**src/rtl/alu_sequencer.sv**
```systemverilog
// alu_sequencer: accepts one ALU request at a time, holds the operands and
// opcode stable for the external combinational ALU, lets the ALU settle, then
// captures its two result halves into a response register.
// Requests with an opcode above MAX_OPCODE skip the ALU. They answer at once
// with rsp_err set and a zero result.
//
// Ports:
//   clock                 rising-edge clock
//   clear                 asynchronous active-high reset
//   req_valid/req_ready   request handshake; req_ready is high only in IDLE
//   req_a, req_b          32-bit operands
//   req_opcode            5-bit ALU operation select
//   alu_a, alu_b          registered operands driven to the ALU
//   alu_opcode            registered opcode driven to the ALU
//   alu_zlow, alu_zhigh   ALU result halves
//   rsp_valid/rsp_ready   response handshake; rsp_valid is high only in RESP
//   rsp_zlow, rsp_zhigh   captured result
//   rsp_err               response belongs to an illegal opcode
//   op_count              completed legal operations, wraps modulo 2^16
module alu_sequencer #(
  parameter int SETTLE_CYCLES = 2,
  parameter int MAX_OPCODE    = 11
) (
  input  logic        clock,
  input  logic        clear,
  input  logic        req_valid,
  output logic        req_ready,
  input  logic [31:0] req_a,
  input  logic [31:0] req_b,
  input  logic [4:0]  req_opcode,
  output logic [31:0] alu_a,
  output logic [31:0] alu_b,
  output logic [4:0]  alu_opcode,
  input  logic [31:0] alu_zlow,
  input  logic [31:0] alu_zhigh,
  output logic        rsp_valid,
  input  logic        rsp_ready,
  output logic [31:0] rsp_zlow,
  output logic [31:0] rsp_zhigh,
  output logic        rsp_err,
  output logic [15:0] op_count
);

  typedef enum logic [2:0] {
    IDLE    = 3'd0,
    LOAD    = 3'd1,
    EXEC    = 3'd2,
    CAPTURE = 3'd3,
    RESP    = 3'd4
  } state_t;

  localparam logic [4:0] MAX_OP      = 5'(MAX_OPCODE);
  // EXEC leaves when the counter reads zero, so it starts at SETTLE_CYCLES-1
  localparam logic [3:0] SETTLE_LOAD = 4'(SETTLE_CYCLES - 1);

  state_t      state_r;
  state_t      state_next_s;
  logic [3:0]  cnt_r;
  logic [3:0]  cnt_next_s;
  logic        accept_s;
  logic        legal_s;
  logic        capture_s;

  logic [31:0] alu_a_r;
  logic [31:0] alu_b_r;
  logic [4:0]  alu_opcode_r;
  logic [31:0] rsp_zlow_r;
  logic [31:0] rsp_zhigh_r;
  logic        rsp_err_r;
  logic [15:0] op_count_r;

  // Next-state, settle counter and datapath strobes
  always_comb begin
    state_next_s = state_r;
    cnt_next_s   = cnt_r;
    accept_s     = 1'b0;
    legal_s      = 1'b0;
    capture_s    = 1'b0;
    case (state_r)
      IDLE: begin
        if (req_valid) begin
          accept_s = 1'b1;
          if (req_opcode <= MAX_OP) begin
            legal_s      = 1'b1;
            state_next_s = LOAD;
          end else begin
            state_next_s = RESP;
          end
        end else begin
          state_next_s = IDLE;
        end
      end
      LOAD: begin
        cnt_next_s   = SETTLE_LOAD;
        state_next_s = EXEC;
      end
      EXEC: begin
        if (cnt_r == 4'd0) begin
          state_next_s = CAPTURE;
        end else begin
          cnt_next_s   = cnt_r - 4'd1;
          state_next_s = EXEC;
        end
      end
      CAPTURE: begin
        capture_s    = 1'b1;
        state_next_s = RESP;
      end
      RESP: begin
        if (rsp_ready) begin
          state_next_s = IDLE;
        end else begin
          state_next_s = RESP;
        end
      end
      default: begin
        state_next_s = IDLE;
        cnt_next_s   = 4'd0;
      end
    endcase
  end

  // State and settle counter registers
  always_ff @(posedge clock or posedge clear) begin
    if (clear) begin
      state_r <= IDLE;
      cnt_r   <= 4'd0;
    end else begin
      state_r <= state_next_s;
      cnt_r   <= cnt_next_s;
    end
  end

  // ALU operand, response and operation-count registers
  always_ff @(posedge clock or posedge clear) begin
    if (clear) begin
      alu_a_r      <= 32'd0;
      alu_b_r      <= 32'd0;
      alu_opcode_r <= 5'd0;
      rsp_zlow_r   <= 32'd0;
      rsp_zhigh_r  <= 32'd0;
      rsp_err_r    <= 1'b0;
      op_count_r   <= 16'd0;
    end else begin
      if (accept_s && legal_s) begin
        alu_a_r      <= req_a;
        alu_b_r      <= req_b;
        alu_opcode_r <= req_opcode;
      end
      if (accept_s && !legal_s) begin
        // illegal opcode: the ALU operands keep their previous values
        rsp_zlow_r  <= 32'd0;
        rsp_zhigh_r <= 32'd0;
        rsp_err_r   <= 1'b1;
      end else if (capture_s) begin
        rsp_zlow_r  <= alu_zlow;
        rsp_zhigh_r <= alu_zhigh;
        rsp_err_r   <= 1'b0;
        op_count_r  <= op_count_r + 16'd1;
      end
    end
  end

  // Handshake flags are decoded from the state register only
  assign req_ready  = (state_r == IDLE);
  assign rsp_valid  = (state_r == RESP);
  assign alu_a      = alu_a_r;
  assign alu_b      = alu_b_r;
  assign alu_opcode = alu_opcode_r;
  assign rsp_zlow   = rsp_zlow_r;
  assign rsp_zhigh  = rsp_zhigh_r;
  assign rsp_err    = rsp_err_r;
  assign op_count   = op_count_r;

endmodule

```
**config.mk**
```make
export PLATFORM = sky130hd
export DESIGN_NAME = alu_sequencer
export DESIGN_NICKNAME = d
export VERILOG_FILES = /design/src/rtl/alu_sequencer.sv
export SDC_FILE = /design/constraint.sdc
export NUM_CORES = 1
export LEC_CHECK = 0
export CORE_AREA = 2 2 120 122
export CTS_CLUSTER_DIAMETER = 60
export DETAILED_ROUTE_END_ITERATION = 7
export DIE_AREA = 0 0 122 124
export MAX_ROUTING_LAYER = met4
export PLACE_DENSITY = 0.95
export SETUP_SLACK_MARGIN = 0.3
export SYNTH_ARGS = -nofsm -noshare
export SYNTH_HDL_FRONTEND = slang
export SYNTH_SLANG_ARGS = --single-unit
```
**constraint.sdc**
```tcl
create_clock -name clock -period 11.1 [get_ports clock]
set_input_delay 1.11 -clock clock [delete_from_list [all_inputs] [get_ports clock]]
set_output_delay 1.11 -clock clock [all_outputs]
set_load 0.01 [all_outputs]
```
==> results of run 1 <==
metal layers:
layer	vias up	wire length, µm	track usage
li1	2018	-	-
met1	2289	6670	0.275
met2	205	9220	0.399
met3	36	1050	0.0586
met4	0	428	0.0927
met5	-	0	-
kinds of logic (layout without fill, tap and decap cells):
group / after synthesis / in the layout / share of synthesized area
buffers and inverters: 31 / 329 / 0.0263
flip-flops: 157 / 157 / 0.657
AND/OR/NAND/NOR: 49 / 49 / 0.0466
AO/OA/AOI/OAI: 75 / 75 / 0.106
multiplexers: 70 / 70 / 0.137
XOR/XNOR: 16 / 16 / 0.0234
adder cells (fa/ha/maj): 2 / 2 / 0.00418
critical path, stage by stage:
cell and delay [ns]:
clkdlybuf4s50_1 0.45, a21oi_1 0.32, and3b_1 0.27, nor2_4 0.53
buf_4 0.52, a22o_1 0.23
power breakdown:
part / switching, µW / internal, µW / total [µW]
clock network: 226 / 403 / 628
registers: 163 / 810 / 973
logic: 406 / 646 / 1050
path summary, 6_finish.rpt:
check / from / end / slack (ns) / cells past startpoint
min: op_count[15] / op_count[15] / 0.48 / 1
max in group asynchronous: clear / alu_a[8] / 8.39 / 3
min reg2reg: op_count[15] / op_count[15] / 0.48 / 1
max reg2reg: state_r[0] / alu_a[14] / 8.63 / 3
max: req_opcode[2] / rsp_zhigh[25] / 7.99 / 6
min in group asynchronous: clear / alu_a[6] / 1.16 / 2
area by class of cell:
class | instances | area (µm²)
fillers | 884 | 4070
flip-flops and latches | 157 | 3930
repair buffers | 291 | 2910
multi-input cells | 212 | 1910
clock buffers | 24 | 492
well taps | 180 | 225
clock inverters | 8 | 154
inverters | 6 | 27.5
synth_stat cells:
library cell    n  area, µm²
nand3b_1        1       7.51
mux2_4          9        135
inv_1           6       22.5
nand3_2         1       10.0
mux2i_1         1       10.0
nor3_4          1       16.3
ha_1            2       25.0
clkbuf_1        6       22.5
nand2b_1        1       6.26
nor4_1          2       12.5
buf_6           2       22.5
a32oi_1         2       17.5
a211oi_1        1       7.51
a21oi_1         2       10.0
a21o_1          1       7.51
nand2_1        13       48.8
xnor2_1        15        131
and2_1          1       6.26
dfrtp_1       157       3930
and3b_1         2       17.5
o22ai_1         3       18.8
nor2_1          7       26.3
buf_4           2       15.0
o21ai_0         2       10.0
buf_2          15       75.1
xor2_1          1       8.76
mux2_2         60        676
nor2b_1         1       6.26
nand4_1         5       31.3
nand3_1         6       30.0
and3_1          3       18.8
nor3b_1         1       7.51
and4_1          1       8.76
a22o_1         64        561
nor3_1          1       5.00
nor3_2          2       20.0
sequential cells by signal, indices dropped and copies added (netlist names):
name,count
state_r,3
alu_b,32
rsp_zhigh,32
alu_opcode,5
rsp_err,1
op_count,16
alu_a,32
rsp_zlow,32
cnt_r,4
per-stage QoR:
stage               instances  cell area [µm²]  hold WS (ns)  power [µW]  utilization
finish                    878             9650         0.483        2650        0.703
global route              878             9650         0.495        2780        0.703
CTS                       878             9650         0.490        2680        0.703
detailed placement        846             9000         0.474        2030        0.656
global placement          846             9000         0.462        1980        0.656
floorplan                 400             5980         0.507        1400            -
==> flow_summary.toml, run 1 <==
[yosys]
ys_seq_area_frac = 0.657
syn-num-nets = 539
ys_ff_latch = 157
yosysWarnings = 0
synth_cells = 400
syn_area_per_cell_um2 = 15.0
syn_area_um2 = 5980
ys_types = 36

[layout]
insertedDiodeCount = 0
final_cell_mix = "clkdlybuf4s50_1, dfrtp_1, a22o_1, mux2_2, clkbuf_16"
drive_above_1_share = 0.155
syn2layout_area_growth_pct = 61.2
layout_commonest_cell = "clkdlybuf4s50_1"
nets = 824

[timing]
setup_ws_ns = 7.99
finalCritPeriodShare = 0.280
hold_viol_final = 0
tightestPinTransition_ns = 1.08
rsz0062_at_grt = "no"
slew_headroom = 0.280
fmax_mhz = 322
setup_viol = 0
fin_crit_ns = 3.11
tns_ns = 0
timing.final.max_slew_violations = 0
fin_skew_ns = 0.00883

[setup_path]
crit_arrival_ns = 3.45
crit_path_start_kind = "input port"
path_max_fanout = 41
path_class = "input port to flip-flop"
endpoint_kind = "flip-flop"
cp.required_ns = 11.44

[clocking]
cts_tree = "yes"
cts_resized = 0
worstSkewPairLatency_ns = 0.42
htree_num_levels = 4
postCtsSetupRepairBufs = 0
cts-hold-fix-buffers = 0
clock_path_buffers = 2
clock_sinks = 157
cts_inserted_buffers = 17
path_clk_slew_ns = 0.06
cts_root_buf = "clkbuf_16"

[die]
fp.dieArea_um2 = 15100
die_y_um = 124
start_util = 0.436
rows = 43
fp.coreArea_um2 = 13700
die_w_um = 122
io_pins = 289

[detailed_routing]
routedWlPerCell_um = 19.8
drc_errors = 0
drt_iter0_markers = 233
vias = 4548
ant_nets = 0
viasPerCell = 5.18
totalWireLength_um = 17400
drt_pass1_iterations = 5

[global_route]
grt_pass1_wl_um = 26400
gr-total-overflow = 0
track_usage = 0.237
grt_max_degree = 87
antenna_found_initial = 0
grt_pass1_vias = 4967

[placement]
post-place-ws_ns = 7.60
finalWeightedCongestion = 0.856
dp_hpwl_um = 12300
portBuffers = 288

[power]
ir_worst_vdd_mv = 0.147
power.density_nw_per_um2 = 275
leakage_uw = 0.00420

[status]
outcome = "complete, no violations"

[flow_run]
maxCapViolations = 0

[hold_path]
hold_class = "flip-flop to flip-flop"
(Power assumes the default switching activity.)
==> inputs of run 2 (changes only) <==
--- a/config.mk
+++ b/config.mk
@@ -5,12 +5,12 @@
 export SDC_FILE = /design/constraint.sdc
 export NUM_CORES = 1
 export LEC_CHECK = 0
-export CORE_AREA = 2 2 120 122
+export CORE_AREA = 2 2 124 126
 export CTS_CLUSTER_DIAMETER = 60
 export DETAILED_ROUTE_END_ITERATION = 7
-export DIE_AREA = 0 0 122 124
+export DIE_AREA = 0 0 126 128
 export MAX_ROUTING_LAYER = met4
-export PLACE_DENSITY = 0.95
+export PLACE_DENSITY = 0.91
 export SETUP_SLACK_MARGIN = 0.3
 export SYNTH_ARGS = -nofsm -noshare
 export SYNTH_HDL_FRONTEND = slang
==> constraint.sdc (replaced) <==
create_clock -name clock -period 3.2 [get_ports clock]
set_input_delay 0.32 -clock clock [delete_from_list [all_inputs] [get_ports clock]]
set_output_delay 0.32 -clock clock [all_outputs]
set_load 0.01 [all_outputs]
==> run 2 against run 1 <==
- total power rose to 3.4 times the previous value
- clock-buffer cell count decreased by 2
- worst hold slack worse by 0.097 ns
- wire length shrank 3.9%
- via count rose by 0.42%
- die area up 6.6%
- non-clock buffer count grew 6
- combinational power grew to 3.5 times the previous value
==> flow_summary.toml, run 2 (synthesis results as in run 1) <==
[timing]
timing.final.max_slew_violations = 0
slew_headroom = 0.487
fmax_mhz = 458
rsz0062_at_grt = "no"
tns_ns = 0
setup_viol = 0
finalCritPeriodShare = 0.683
fin_skew_ns = 0.00826
setup_ws_ns = 1.01
tightestPinTransition_ns = 0.767
hold_viol_final = 0
fin_crit_ns = 2.19

[clocking]
clock_sinks = 157
postCtsSetupRepairBufs = 0
clock_path_buffers = 2
cts_tree = "yes"
path_clk_slew_ns = 0.06
cts-hold-fix-buffers = 0
worstSkewPairLatency_ns = 0.42
cts_root_buf = "clkbuf_16"
cts_inserted_buffers = 17
htree_num_levels = 4
cts_resized = 0

[detailed_routing]
vias = 4567
totalWireLength_um = 16700
ant_nets = 0
viasPerCell = 5.12
routedWlPerCell_um = 18.7
drc_errors = 0
drt_pass1_iterations = 4
drt_iter0_markers = 176

[global_route]
track_usage = 0.215
use_met2 = 0.353
gr-total-overflow = 0
antenna_found_initial = 0
top_usage_layer = "met2"
grt_pass1_wl_um = 26000
grt_pass1_vias = 4959
grt_use_met3 = 0.0639
grt_max_degree = 60
use_met1 = 0.242

[hold_path]
hold_class = "input port to async pin"

[power]
ir_worst_vdd_mv = 0.512
leakage_uw = 0.00422
seqPwrFrac = 0.368
pwr-share-clk = 0.233
power_frac_comb = 0.399
power.density_nw_per_um2 = 940
p_switching_uw = 2720
p_sw_frac = 0.298
internal_power_uw = 6420

[setup_path]
r2r-start = "state_r[0]"
path_class = "flip-flop to output pin"
endpoint_kind = "output pin"
cp-endpoint = "req_ready"
r2r_cells = 5
cp.required_ns = 2.88
crit_path_start_kind = "flip-flop"
crit_start = "state_r[0]"
r2r_slack_ns = 1.12
crit_path_top_delay_cell = "clkdlybuf4s50_1"
crit_chain = "nor3_4, clkdlybuf4s50_1"
worst_path_largest_cell_delay_ns = 0.61
crit_arrival_ns = 1.87
timing.rr.end = "op_count[5]"
path_max_fanout = 13

[die]
start_util = 0.403
rows = 45
fp.dieArea_um2 = 16100
fp.coreArea_um2 = 14900
die_y_um = 128
die_w_um = 126
io_pins = 289

[layout]
drive_above_1_share = 0.162
final_cell_mix = "clkdlybuf4s50_1, dfrtp_1, a22o_1, mux2_2, clkbuf_16"
syn2layout_area_growth_pct = 62.4
layout_commonest_cell = "clkdlybuf4s50_1"
post-route-util = 0.654
insertedDiodeCount = 0
design_area_um2 = 9720
nets = 830
fillers = 1051

[flow_run]
maxCapViolations = 0

[placement]
portBuffers = 288
finalWeightedCongestion = 0.821
dp_hpwl_um = 12100
post-place-ws_ns = 0.699
place_area_um2 = 9090

[status]
outcome = "complete, no violations"
[run 2: changes by cell type in the layout (fill, tap and decap cells not counted), sizes merged]
cell      previous run  this run
buf                  3         9
clkbuf              24        22
clkinvlp             1         4
inv                  7         6
[run 2: critical path, delay by kind of cell, from the launching register on]
| kind | cells | cell delay [ns] |
|---|---|---|
| flip-flops | 1 | 0.54 |
| buffers and inverters | 1 | 0.61 |
| AND/OR/NAND/NOR | 1 | 0.30 |
[run 2: cell type report]
class / instances / area, µm² / area share
sequential: 157 / 3930 / 0.404
timing repair buffer: 297 / 2990 / 0.307
multi-input combinational: 212 / 1910 / 0.197
clock buffer: 22 / 464 / 0.0478
tap: 188 / 235 / 0.0242
clock inverter: 10 / 161 / 0.0166
inverter: 6 / 26.3 / 0.00270
[run 2: worst min-delay path by stage]
stage                  start  slack [ns]  cells past startpoint       endpoint
2_1_floorplan      rsp_ready        0.43                      1     state_r[2]
3_3_place_gp         rsp_err        0.46                      1        rsp_err
3_5_place_dp   alu_opcode[4]        0.48                      1  alu_opcode[4]
4_1_cts                clear        0.41                      2       alu_b[8]
5_1_grt                clear        0.45                      2  rsp_zhigh[24]
6_report               clear        0.39                      2       alu_b[8]
[run 2: layer usage]
| layer | wire length, µm | share of wire |
|---|---|---|
| met4 | 616 | 0.037 |
| met2 | 8380 | 0.50 |
| met1 | 6550 | 0.39 |
| met3 | 1140 | 0.068 |
| met5 | 0 | 0 |
[run 2: metrics by stage]
stage	cells	power, µW	hold slack (ns)
CTS	892	9220	0.409
detailed placement	860	7030	0.483
floorplan	400	4850	0.427
finish	892	9140	0.386
global placement	860	6900	0.461
global route	892	9590	0.446
[run 2: power by group through the flow]
stage / Clock, µW / Sequential [µW] / Combinational [µW]
4_1_cts: 2160 / 3360 / 3690
3_3_place_gp: 0 / 3330 / 3570
2_1_floorplan: 0 / 3640 / 1210
6_report: 2130 / 3360 / 3640
5_1_grt: 2260 / 3460 / 3870
3_5_place_dp: 0 / 3360 / 3670
==> inputs of run 3 (changes only) <==
--- a/config.mk
+++ b/config.mk
@@ -5,12 +5,12 @@
 export SDC_FILE = /design/constraint.sdc
 export NUM_CORES = 1
 export LEC_CHECK = 0
-export CORE_AREA = 2 2 124 126
+export CORE_AREA = 2 2 131 133
 export CTS_CLUSTER_DIAMETER = 60
 export DETAILED_ROUTE_END_ITERATION = 7
-export DIE_AREA = 0 0 126 128
+export DIE_AREA = 0 0 133 135
 export MAX_ROUTING_LAYER = met4
-export PLACE_DENSITY = 0.91
+export PLACE_DENSITY = 0.87
 export SETUP_SLACK_MARGIN = 0.3
 export SYNTH_ARGS = -nofsm -noshare
 export SYNTH_HDL_FRONTEND = slang
==> constraint.sdc (replaced) <==
create_clock -name clock -period 1.8 [get_ports clock]
set_input_delay 0.18 -clock clock [delete_from_list [all_inputs] [get_ports clock]]
set_output_delay 0.18 -clock clock [all_outputs]
set_load 0.01 [all_outputs]
==> run 3 against run 2 <==
- register-to-register slack worse by 0.92 ns
- clock skew fell by 0.0011 ns
- utilization is 2.2 points lower
- critical endpoint is now alu_b[0]
==> flow_summary.toml, run 3 (synthesis results as in run 1) <==
[status]
outcome = "complete, no violations"

[setup_path]
path_max_fanout = 7
crit_arrival_ns = 1.89
crit_chain = "nor3_4, nand3_4, buf_12, buf_12, mux2_4"
endpoint_kind = "flip-flop"
crit_path_start_kind = "flip-flop"
crit_top_cell = "buf_12"
path_class = "flip-flop to flip-flop"
path_buf_inv = 2
cp.required_ns = 2.09
worst_path_largest_cell_delay_ns = 0.43
crit_path_top_delay_cell = "dfrtp_2"
cp_top_family = "flip-flops"

[timing]
fin_skew_ns = 0.00711
rsz0062_at_grt = "yes"
setup_viol = 0
timing.final.max_slew_violations = 0
setup_ws_ns = 0.203
finalCritPeriodShare = 0.887
tns_ns = 0
fmax_mhz = 626
hold_viol_final = 0
whs_ns = 0.0567
fin_crit_ns = 1.60
slew_headroom = 0.809
tightestPinTransition_ns = 0.287

[clocking]
cts-hold-fix-buffers = 0
worstSkewPairLatency_ns = 0.42
cts_root_buf = "clkbuf_16"
clock_path_buffers = 2
path_clk_slew_ns = 0.06
cts_tree = "yes"
clock_sinks = 157
htree_num_levels = 4
cts_inserted_buffers = 17

[global_route]
gr-total-overflow = 0
antenna_found_initial = 1
grt_pass1_wl_um = 26400
grt_max_degree = 52
grt_pass1_vias = 5017
track_usage = 0.195

[power]
seqPwrFrac = 0.368
pwr-share-clk = 0.218
p_switching_uw = 5050
leakage_uw = 0.00545
p_sw_frac = 0.319
ir_worst_vdd_mv = 0.751
power.density_nw_per_um2 = 1530
power_frac_comb = 0.413
internal_power_uw = 10800

[die]
fp.dieArea_um2 = 18000
die_w_um = 133
start_util = 0.365
io_pins = 289
fp.coreArea_um2 = 16400
die_y_um = 135
rows = 47

[detailed_routing]
vias = 4708
drt_iter0_markers = 197
drt_pass1_iterations = 4
totalWireLength_um = 17300
drc_errors = 0
viasPerCell = 4.87
ant_nets = 0
routedWlPerCell_um = 17.9

[layout]
nets = 872
drive_above_1_share = 0.235
fillers = 1252
stdcell_count = 967
syn2layout_area_growth_pct = 73.1
final_cell_mix = "dfrtp_1, clkdlybuf4s50_1, dlygate4sd2_1, a22o_1, mux2_2"
layout_commonest_cell = "dfrtp_1"

[placement]
finalWeightedCongestion = 0.797
dp_hpwl_um = 11700
dp_cells = 903
post-place-ws_ns = -0.0904
portBuffers = 288

[hold_path]
hold_class = "input port to async pin"

[flow_run]
maxCapViolations = 0
[run 3: changes by cell type in the layout (fill, tap and decap cells not counted), moves of 4 or more]
cell             delta
clkdlybuf4s50_1   -152
dlygate4sd2_1     +110
dlymetal6s2s_1     +40
buf_4              +17
buf_6              +10
buf_12              +8
clkbuf_16           +4
clkinv_4            +4
dfrtp_1             -4
dfrtp_2             +4
[run 3: power by group through the flow]
stage	Combinational [µW]	Clock (µW)	Sequential, µW
floorplan	2220	0	6470
global placement	6520	0	5850
detailed placement	6660	0	5900
CTS	6340	3530	5840
global route	6970	3690	6030
finish	6550	3460	5830
[run 3: stage by stage]
stage	utilization	total power [µW]	area, µm²
floorplan	-	8690	6030
global placement	0.565	12400	9260
detailed placement	0.565	12600	9260
CTS	0.608	15700	9980
global route	0.631	16700	10400
finish	0.631	15800	10400
[run 3: timing repair]
action / in CTS / in global routing
setup buffers: 10 / 13
setup endpoints to repair: 260 / 191
gates resized for setup: 139 / 66
endpoints found under the hold margin: 0 / 0
pin swaps: 4 / 14
gates cloned: 4 / 4
[run 3: layout make-up]
type,count,area (µm²),area share
clock inverter,10,106,0.0103
timing repair buffer,339,3560,0.344
multi-input combinational,212,1990,0.193
tap,220,275,0.0266
inverter,6,30.0,0.00290
clock buffer,22,454,0.0439
sequential,157,3930,0.380
antenna,1,2.50,0.000242
[run 3: worst paths after layout]
path	from	end	slack [ns]	cells past startpoint
worst max-delay path	state_r[2]	alu_b[0]	0.20	5
worst min-delay path	clear	alu_a[14]	0.06	2
worst max register to register	state_r[2]	alu_b[0]	0.20	5
worst min register to register	op_count[15]	op_count[15]	0.47	1
max in group asynchronous	clear	state_r[2]	1.19	3
min in group clock	rsp_ready	state_r[2]	0.36	2
[run 3: worst register-to-register path: cells and delay by family (launching register included)]
| family | cells | cell delay (ns) |
|---|---|---|
| muxes | 1 | 0.30 |
| and+or+nand+nor | 2 | 0.42 |
| DFF | 1 | 0.43 |
| buffers and inverters | 2 | 0.33 |
[run 3: per-layer routing]
layer  global-route usage  share of wire
met5                    -              0
met4               0.0621          0.015
met3               0.0552          0.060
met2                0.319           0.51
met1                0.235           0.41
